### src/rtl/exe_mem_pipe_reg_if.sv
// Execute-to-memory bundle: execute-stage results in, M pipeline register fields out.
interface exe_mem_pipe_reg_if #(
    parameter int unsigned W = 64
);
    logic [3:0]   E_icode;
    logic [2:0]   e_stat;
    logic         e_cnd;
    logic [W-1:0] e_valE;
    logic [W-1:0] E_valA;
    logic [3:0]   e_dstE;
    logic [3:0]   E_dstM;

    logic [2:0]   M_stat;
    logic [3:0]   M_icode;
    logic         M_cnd;
    logic [W-1:0] M_valE;
    logic [W-1:0] M_valA;
    logic [3:0]   M_dstE;
    logic [3:0]   M_dstM;

    modport master (
        output E_icode, e_stat, e_cnd, e_valE, E_valA, e_dstE, E_dstM,
        input  M_stat, M_icode, M_cnd, M_valE, M_valA, M_dstE, M_dstM
    );

    modport slave (
        input  E_icode, e_stat, e_cnd, e_valE, E_valA, e_dstE, E_dstM,
        output M_stat, M_icode, M_cnd, M_valE, M_valA, M_dstE, M_dstM
    );
endinterface

### src/rtl/exe_mem_pipe_reg.sv
// Y86-64 execute-to-memory pipeline register with stall/bubble control,
// plus the architectural condition-code register {ZF,SF,OF}.
module exe_mem_pipe_reg #(
    parameter int unsigned W        = 64,
    parameter logic [2:0]  CC_RESET = 3'b100
) (
    input  logic                clk,
    input  logic                rst_n,
    exe_mem_pipe_reg_if.slave   bus,
    input  logic [2:0]          alu_cf,
    input  logic [2:0]          m_stat,
    input  logic [2:0]          W_stat,
    input  logic                M_stall,
    input  logic                M_bubble,
    output logic [2:0]          cc
);
    localparam logic [2:0] SBUB   = 3'd0;
    localparam logic [2:0] SHLT   = 3'd2;
    localparam logic [2:0] SADR   = 3'd3;
    localparam logic [2:0] SINS   = 3'd4;
    localparam logic [3:0] RNONE  = 4'hF;
    localparam logic [3:0] I_NOP  = 4'h1;
    localparam logic [3:0] I_OPQ  = 4'h6;

    typedef struct packed {
        logic [2:0]   stat;
        logic [3:0]   icode;
        logic         cnd;
        logic [W-1:0] val_e;
        logic [W-1:0] val_a;
        logic [3:0]   dst_e;
        logic [3:0]   dst_m;
    } m_reg_t;

    localparam m_reg_t M_BUBBLE = '{
        stat:  SBUB,
        icode: I_NOP,
        cnd:   1'b0,
        val_e: '0,
        val_a: '0,
        dst_e: RNONE,
        dst_m: RNONE
    };

    m_reg_t m_q;
    m_reg_t m_d;
    m_reg_t e_in;
    logic   m_exc_c;
    logic   w_exc_c;
    logic   set_cc_c;

    assign e_in = '{
        stat:  bus.e_stat,
        icode: bus.E_icode,
        cnd:   bus.e_cnd,
        val_e: bus.e_valE,
        val_a: bus.E_valA,
        dst_e: bus.e_dstE,
        dst_m: bus.E_dstM
    };

    // Next M value: bubble beats stall, stall beats load.
    always_comb begin
        m_d = e_in;
        if (M_bubble) begin
            m_d = M_BUBBLE;
        end else if (M_stall) begin
            m_d = m_q;
        end
    end

    // An OPq behind a faulting instruction must not touch CC.
    always_comb begin
        m_exc_c  = (m_stat == SADR) || (m_stat == SINS) || (m_stat == SHLT);
        w_exc_c  = (W_stat == SADR) || (W_stat == SINS) || (W_stat == SHLT);
        set_cc_c = (bus.E_icode == I_OPQ) && !m_exc_c && !w_exc_c;
    end

    always_ff @(posedge clk) begin
        if (!rst_n) begin
            m_q <= M_BUBBLE;
            cc  <= CC_RESET;
        end else begin
            m_q <= m_d;
            if (set_cc_c) begin
                cc <= alu_cf;
            end
        end
    end

    assign bus.M_stat  = m_q.stat;
    assign bus.M_icode = m_q.icode;
    assign bus.M_cnd   = m_q.cnd;
    assign bus.M_valE  = m_q.val_e;
    assign bus.M_valA  = m_q.val_a;
    assign bus.M_dstE  = m_q.dst_e;
    assign bus.M_dstM  = m_q.dst_m;
endmodule

### src/flat_wrapper.sv
// flat-port wrapper written by rule: the top's interface ports become plain ports
module exe_mem_pipe_reg_flat 
#(
    parameter int unsigned W        = 64,
    parameter logic [2:0]  CC_RESET = 3'b100
)
  (clk, rst_n, alu_cf, m_stat, W_stat, M_stall, M_bubble, cc, bus_E_icode, bus_e_stat, bus_e_cnd, bus_e_valE, bus_E_valA, bus_e_dstE, bus_E_dstM, bus_M_stat, bus_M_icode, bus_M_cnd, bus_M_valE, bus_M_valA, bus_M_dstE, bus_M_dstM);
  exe_mem_pipe_reg_if #(.W(W)) bus_i ();
  input  logic clk;
  input  logic rst_n;
  input  logic [2:0] alu_cf;
  input  logic [2:0] m_stat;
  input  logic [2:0] W_stat;
  input  logic M_stall;
  input  logic M_bubble;
  output logic [2:0] cc;
  input wire logic [$bits(bus_i.E_icode)-1:0] bus_E_icode;
  input wire logic [$bits(bus_i.e_stat)-1:0] bus_e_stat;
  input wire logic [$bits(bus_i.e_cnd)-1:0] bus_e_cnd;
  input wire logic [$bits(bus_i.e_valE)-1:0] bus_e_valE;
  input wire logic [$bits(bus_i.E_valA)-1:0] bus_E_valA;
  input wire logic [$bits(bus_i.e_dstE)-1:0] bus_e_dstE;
  input wire logic [$bits(bus_i.E_dstM)-1:0] bus_E_dstM;
  output wire logic [$bits(bus_i.M_stat)-1:0] bus_M_stat;
  output wire logic [$bits(bus_i.M_icode)-1:0] bus_M_icode;
  output wire logic [$bits(bus_i.M_cnd)-1:0] bus_M_cnd;
  output wire logic [$bits(bus_i.M_valE)-1:0] bus_M_valE;
  output wire logic [$bits(bus_i.M_valA)-1:0] bus_M_valA;
  output wire logic [$bits(bus_i.M_dstE)-1:0] bus_M_dstE;
  output wire logic [$bits(bus_i.M_dstM)-1:0] bus_M_dstM;
  assign bus_i.E_icode = bus_E_icode;
  assign bus_i.e_stat = bus_e_stat;
  assign bus_i.e_cnd = bus_e_cnd;
  assign bus_i.e_valE = bus_e_valE;
  assign bus_i.E_valA = bus_E_valA;
  assign bus_i.e_dstE = bus_e_dstE;
  assign bus_i.E_dstM = bus_E_dstM;
  assign bus_M_stat = bus_i.M_stat;
  assign bus_M_icode = bus_i.M_icode;
  assign bus_M_cnd = bus_i.M_cnd;
  assign bus_M_valE = bus_i.M_valE;
  assign bus_M_valA = bus_i.M_valA;
  assign bus_M_dstE = bus_i.M_dstE;
  assign bus_M_dstM = bus_i.M_dstM;
  exe_mem_pipe_reg #(.W(W), .CC_RESET(CC_RESET)) u_core (.clk(clk), .rst_n(rst_n), .bus(bus_i), .alu_cf(alu_cf), .m_stat(m_stat), .W_stat(W_stat), .M_stall(M_stall), .M_bubble(M_bubble), .cc(cc));
endmodule
### config.mk
export PLATFORM = sky130hd
export DESIGN_NAME = exe_mem_pipe_reg_flat
export DESIGN_NICKNAME = d
export VERILOG_FILES = /design/src/rtl/exe_mem_pipe_reg_if.sv /design/src/rtl/exe_mem_pipe_reg.sv /design/src/flat_wrapper.sv
export SDC_FILE = /design/constraint.sdc
export NUM_CORES = 1
export LEC_CHECK = 0
export ABC_CLOCK_PERIOD_IN_PS = 1400
export BUFFER_PORTS_ARGS = -buffer_cell sky130_fd_sc_hd__buf_2
export CAP_MARGIN = 40
export CORE_MARGIN = 4
export CORE_UTILIZATION = 43
export CTS_CLUSTER_DIAMETER = 80
export DETAILED_ROUTE_END_ITERATION = 6
export PLACE_DENSITY = 0.79
export SLEW_MARGIN = 30
export SYNTH_ARGS = -nofsm -noshare
export SYNTH_HDL_FRONTEND = slang
export SYNTH_SLANG_ARGS = --single-unit
export TNS_END_PERCENT = 20
### constraint.sdc
create_clock -name clk -period 1.4 [get_ports clk]
set_input_delay 0.35 -clock clk [delete_from_list [all_inputs] [get_ports clk]]
set_output_delay 0.35 -clock clk [all_outputs]
set_load 0.01 [all_outputs]
==> metrics, run 1 <==
Clock Skews=0 ns; Tot Pwr=9.344 mW; Die Footprint=0.01399 mm²; global route overflow=0; FF-to-FF End=u_core.bus.M_valA[13]; Worst-path clk slew=0.06 ns; Syn-to-layout area delta=43.35%; Static Leak=4.012 nW; Port Buf Inserts=303; Post-CTS Setup Bufs=0; Comb power frac=10.6%; Min Clock Period, post-route=1.269 ns; CTS tree=built; worst slew pin tran=0.3007 ns; fin nets=945; drt wl/cell=14.74 µm; Antenna Nets Post-Route=0; post-cts resize count=0; Netlist cell types=14; max-slew violation count=0; DRC Markers=0; Placeable Area=0.01196 mm²; H-tree depth=4; Hold Crit Class=input port to register; syn nets=642; Placed Cells=916; die height=118.3 µm; I/O Pins=304; Die W=118.3 µm; Worst-Skew Late Latency=0.41 ns; Buf/Inv on CP=1; Final Worst Setup Slack=0.1310 ns; CP Class=register to output pin; max incr delay on CP=0.37 ns; Post-Syn Instances=485; CP delay by family, top=flip-flops; gr usage total=19.93%; total CTS buffers=17; status=finished, final reports clean; setup TNS=0 ns; worst-case reg-to-reg path depth=2; antenna cells=0; CTS max path bufs=2; sequential-to-total area share from yosys stat=56.27%; worst hold stages=3; crit path max-delay cell type=dfxtp_1; Initial Util=43.72%; pre-CTS setup slack=-0.009636 ns; Fmax=788.0 MHz; fin crit share=90.65%; Internal Power=7.158 mW; HP Start=bus_E_dstM[1]; Max Fanout on Critical Path=2; Clock Sinks=147; #FFs+latches synth=147; r2r startpoint=u_core.bus.M_valA[13]; final core utilization=62.68%; synthesized area per cell=10.78 µm²; hold buffers post-CTS=0; first-pass GRT wire length=22,510 µm; number of fill cells=1,014; synth warn=0; cell row count=40; FF-to-FF setup slack=0.75 ns; Worst VDD drop=894.6 µV; switching power total=2.186 mW; placed standard-cell area=0.006975 mm²; Via Count=4,448; initial antenna violation count=0; ratio of cells with drive above 1 in the final layout=43.50%; Seq pwr share=46.9%; crit path launch type=register; worst hold endpoint=u_core.bus.M_dstM[1]; RD Place Congestion=0.8212; non-filler cells, final=947; root buffer selected by CTS=clkbuf_16; worst path arrival time=0.92 ns; Sw Ratio=23.39%; Netlist Area Pre-Place=0.005230 mm²; Crit path required time=1.05 ns; final hold vios=0; initial drt markers=273; vias per inst=4.697; DR pass1 iterations=5; Cell Chain, Critical Path=buf_2; relative slew slack=79.95%; Final Cell Area=0.007497 mm²; Clock power frac=42.5%; largest net degree at the start of global routing=44; WHS=0.1459 ns; PD cells=1246 mW/mm²; Max Cap Viol=0; vias in the first global route=4,478; total length of routed wires=13,960 µm; post-DP HPWL=10,620 µm; endpoint type of the worst setup path=output pin; Final Setup Violations=0; RSZ-0062 raised after global routing=false
[power groups by stage]
stage	sequential (mW)	combinational (mW)	clock, mW
6_report	4.39	0.991	3.97
5_1_grt	4.40	1.09	4.27
4_1_cts	4.39	1.00	4.04
3_5_place_dp	4.48	0.996	0
3_3_place_gp	4.47	0.979	0
2_1_floorplan	4.54	0.453	0
[layer usage]
metal | global-route usage (%) | wire, µm | part of all wire (%)
met3 | 8.373 | 1317 | 9.4
met2 | 32.98 | 6816 | 49
met5 | 0 | 0 | 0
met1 | 22.93 | 5605 | 40
met4 | 7.546 | 223 | 1.6
[worst register-to-register path: stages, from the launching register on]
cell and delay (ns):
dfxtp_1 0.31, mux2i_1 0.16, nor2_1 0.07
[cell usage in the layout (no fill, tap or decap)]
cell and n:
clkinvlp_4 3, a221oi_4 1, o221ai_2 1, clkinv_4 1, buf_4 5, clkbuf_1 2
clkinv_2 6, buf_12 8, buf_6 1, nor2_1 137, mux2i_1 147, clkbuf_16 17
nand2_1 13, clkbuf_8 2, dfxtp_1 147, and4bb_1 1, inv_1 2, buf_2 302
nand2b_4 1, nor2b_1 3
[how the worst max path moves through the flow]
stage                                      from        endpoint  slack, ns  depth (start not counted)
after CTS                 u_core.bus.M_valE[32]  bus_M_valE[32]        0.1                          1
after detailed placement         bus_E_icode[0]    u_core.cc[0]      -0.01                          5
after floorplan                  bus_E_icode[0]    u_core.cc[0]       0.17                          4
after global routing      u_core.bus.M_valE[32]  bus_M_valE[32]       0.08                          1
final                     u_core.bus.M_valE[32]  bus_M_valE[32]       0.13                          1
after global placement           bus_E_icode[0]    u_core.cc[2]       0.03                          5
[registers in the layout (all words and copies together), names as in the netlist]
| name | flops |
|---|---|
| u_core.bus.M_icode | 4 |
| u_core.bus.M_valA | 64 |
| u_core.bus.M_valE | 64 |
| u_core.bus.M_dstM | 4 |
| u_core.bus.M_cnd | 1 |
| u_core.bus.M_stat | 3 |
| u_core.bus.M_dstE | 4 |
| u_core.cc | 3 |
[logic make-up (layout without fill, tap and decap cells)]
family / after synthesis / in the layout / synth area share, %
buf+inv: 34 / 349 / 3.325
compound gates: 2 / 2 / 0.7895
mux: 147 / 147 / 28.13
flops: 147 / 147 / 56.27
simple gates: 155 / 155 / 11.48
[cells in the mapped netlist (all sizes together)]
master	number	area (µm²)
a221oi	1	26.28
nor2	137	514.2
inv	2	7.510
buf	24	136.4
nor2b	3	18.77
o221ai	1	15.01
clkbuf	8	30.03
dfxtp	147	2943
nand2b	1	6.260
mux2i	147	1471
and4bb	1	12.51
nand2	13	48.80
[final cells by class]
class	instances	area (µm²)	share of cell area, %
clock inverters	10	61.31	0.8178
well taps	147	183.9	2.453
inverters	2	7.507	0.1001
clock buffers	21	460.4	6.142
repair buffers	316	1720	22.95
flip-flops and latches	147	2943	39.25
multi-input cells	304	2121	28.29
(Power assumes the default switching activity.)
==> run 2: changes to the inputs <==
--- a/config.mk
+++ b/config.mk
@@ -5,14 +5,15 @@
 export SDC_FILE = /design/constraint.sdc
 export NUM_CORES = 1
 export LEC_CHECK = 0
-export ABC_CLOCK_PERIOD_IN_PS = 1400
+export ABC_CLOCK_PERIOD_IN_PS = 1060
 export BUFFER_PORTS_ARGS = -buffer_cell sky130_fd_sc_hd__buf_2
-export CAP_MARGIN = 40
+export CAP_MARGIN = 15
 export CORE_MARGIN = 4
-export CORE_UTILIZATION = 43
+export CORE_UTILIZATION = 39
 export CTS_CLUSTER_DIAMETER = 80
 export DETAILED_ROUTE_END_ITERATION = 6
-export PLACE_DENSITY = 0.79
+export GPL_TIMING_DRIVEN = 0
+export PLACE_DENSITY = 0.75
 export SLEW_MARGIN = 30
 export SYNTH_ARGS = -nofsm -noshare
 export SYNTH_HDL_FRONTEND = slang
==> constraint.sdc (replaced) <==
create_clock -name clk -period 1.06 [get_ports clk]
set_input_delay 0.265 -clock clk [delete_from_list [all_inputs] [get_ports clk]]
set_output_delay 0.265 -clock clk [all_outputs]
set_load 0.01 [all_outputs]
==> run 2 against run 1 <==
Critical path depth did not move; sequential share of layout area fell by 3.5 points; worst setup slack got worse by 0.22 ns; sequential power rose by 34%; clock-buffer cell count rose by 2; the run now ends with setup timing left; final area rose by 17%; largest cell class unchanged; first-iteration DRC count fell by 51%; highest routed layer unchanged.
==> metrics, run 2 (same netlist as run 1, synthesis figures left out) <==
Syn-to-layout area delta=67.42% (was 43.35%); Worst-path clk slew=0.06 ns (about the same); worst slew pin tran=0.4730 ns (was 0.3007 ns); Initial Util=39.65% (was 43.72%); CTS max path bufs=2 (unchanged); Max Fanout on Critical Path=2 (unchanged); Die Footprint=0.01533 mm² (was 0.01399 mm²); Seq pwr share=44.1% (was 46.9%); Buf/Inv on CP=1 (unchanged); initial antenna violation count=1 (was 0); Static Leak=4.302 nW (was 4.012 nW); total CTS buffers=17 (unchanged); fin nets=973 (was 945); total length of routed wires=15,830 µm (was 13,960 µm); Die W=123.8 µm (was 118.3 µm); ratio of cells with drive above 1 in the final layout=62.00% (was 43.50%); max incr delay on CP=0.36 ns (was 0.37 ns); root buffer selected by CTS=clkbuf_16 (unchanged); drt wl/cell=15.74 µm (was 14.74 µm); Via Count=4,605 (was 4,448); Min Clock Period, post-route=1.149 ns; FF-to-FF setup slack=0.22 ns (was 0.75 ns); H-tree depth=4 (unchanged); CTS tree=built (unchanged); max-slew violation count=0 (unchanged); crit path launch type=register (unchanged); CP Class=register to output pin (unchanged); Placed Cells=963 (was 916); DR pass1 iterations=4 (was 5); first-pass GRT wire length=23,680 µm (was 22,510 µm); Final Worst Setup Slack=-0.08882 ns (was 0.1310 ns); Cell Chain, Critical Path=buf_6 (was buf_2); Max Cap Viol=0 (unchanged); setup TNS=-7.121 ns (was 0 ns); RSZ-0062 raised after global routing=true (was false); crit path max-delay cell type=dfxtp_4 (was dfxtp_1); endpoint type of the worst setup path=output pin (unchanged); RD Place Congestion=0.7504 (was 0.8212); fin crit share=108.4%; hold buffers post-CTS=0 (unchanged); CP delay by family, top=flip-flops (unchanged); highest-count cells in the layout ignoring fill and taps=buf_2 (167), buf_6 (148), mux2i_1 (147) (was buf_2 (302), mux2i_1 (147), dfxtp_1 (147)); vias in the first global route=4,807 (was 4,478); gr usage total=20.06% (was 19.93%); initial drt markers=133 (was 273); switching power total=3.002 mW (was 2.186 mW); vias per inst=4.578 (was 4.697); Final Setup Violations=147 (was 0); Antenna Nets Post-Route=0 (unchanged); status=finished, violations left (was finished, final reports clean); I/O Pins=304 (unchanged); final hold vios=0 (unchanged); largest net degree at the start of global routing=17 (was 44); commonest non-fill, non-tap cell in the layout=buf_2 (unchanged); post-DP HPWL=10,760 µm (was 10,620 µm); failing checks=setup timing; cell row count=42 (was 40); worst path arrival time=0.88 ns (was 0.92 ns); Fmax=870.5 MHz; non-filler cells, final=1,006 (was 947); Clock Skews=0 ns (unchanged); Worst VDD drop=1234 µV (was 894.6 µV); Port Buf Inserts=302 (was 303); Comb power frac=11.4% (was 10.6%); Clock power frac=44.4% (was 42.5%); global route overflow=0 (unchanged); Hold Crit Class=input port to register (unchanged); Crit path required time=0.79 ns (was 1.05 ns); Sw Ratio=22.56% (was 23.39%); DRC Markers=0 (unchanged); die height=123.8 µm (was 118.3 µm); Placeable Area=0.01319 mm² (was 0.01196 mm²); Clock Sinks=147 (unchanged); relative slew slack=68.47% (was 79.95%); Internal Power=10.30 mW (was 7.158 mW); PD cells=1520 mW/mm² (was 1246 mW/mm²); Worst-Skew Late Latency=0.40 ns (was 0.41 ns)
==> run 2: cell count changes in the layout (fill, tap and decap cells not counted), sizes merged <==
cell and change:
buf +16, clkbuf +14, bufinv +2, clkinv -2, clkinvlp -2, diode +1
inv +1
==> run 2: worst paths after layout <==
| path | from | to | cells after the start |
|---|---|---|---|
| max | u_core.bus.M_valE[51] | bus_M_valE[51] | 1 |
| min | bus_E_dstM[2] | u_core.bus.M_dstM[2] | 3 |
| max reg2reg | u_core.bus.M_valE[17] | u_core.bus.M_valE[17] | 3 |
| min reg2reg | u_core.cc[0] | u_core.cc[0] | 2 |
==> run 2: layer usage <==
layer / track usage, % / wire length [µm]
met5: 0 / 0
met2: 35.11 / 8113
met4: 8.789 / 426
met3: 8.401 / 1627
met1: 20.97 / 5667
==> run 2: cell type report <==
type                            instances  area [µm²]
Buffer                                 32       187.7
Fill cell                            1026        4434
Clock buffer                           23       488.0
Antenna cell                            1       2.502
Inverter                                2       7.507
Tap cell                              176       220.2
Timing Repair Buffer                  312        2506
Sequential cell                       147        3129
Clock inverter                          9       101.3
Multi-Input combinational cell        304        2113
==> run 2: timing repair <==
| item | in CTS | in global routing |
|---|---|---|
| setup buffers | 7 | 3 |
| pin swaps | 0 | 0 |
| resized for setup | 297 | 5 |
| hold endpoints to repair | 0 | 0 |
| cloned | 0 | 0 |
| setup endpoints to repair | 147 | 230 |
==> run 2: power groups by stage <==
| stage | combinational [mW] | clock [mW] | sequential, mW |
|---|---|---|---|
| finish | 1.52 | 5.91 | 5.87 |
| global placement | 1.28 | 0 | 5.91 |
| floorplan | 0.604 | 0 | 6.00 |
| CTS | 1.50 | 6.05 | 5.87 |
| detailed placement | 1.29 | 0 | 5.91 |
| global route | 1.65 | 6.31 | 5.89 |
==> run 2: per-stage QoR <==
stage	setup WS [ns]	hold slack [ns]	power (mW)	area [µm²]	utilization, %
6_report	-0.08882	0.07007	13.31	8756	66.38
5_1_grt	-0.1271	0.06085	13.85	8756	66.38
4_1_cts	-0.1180	0.04182	13.42	8718	66.10
3_5_place_dp	-0.4352	0.4517	7.200	6973	52.86
3_3_place_gp	-0.4450	0.4426	7.185	6973	52.86
2_1_floorplan	-0.08554	0.3901	6.603	5241	-
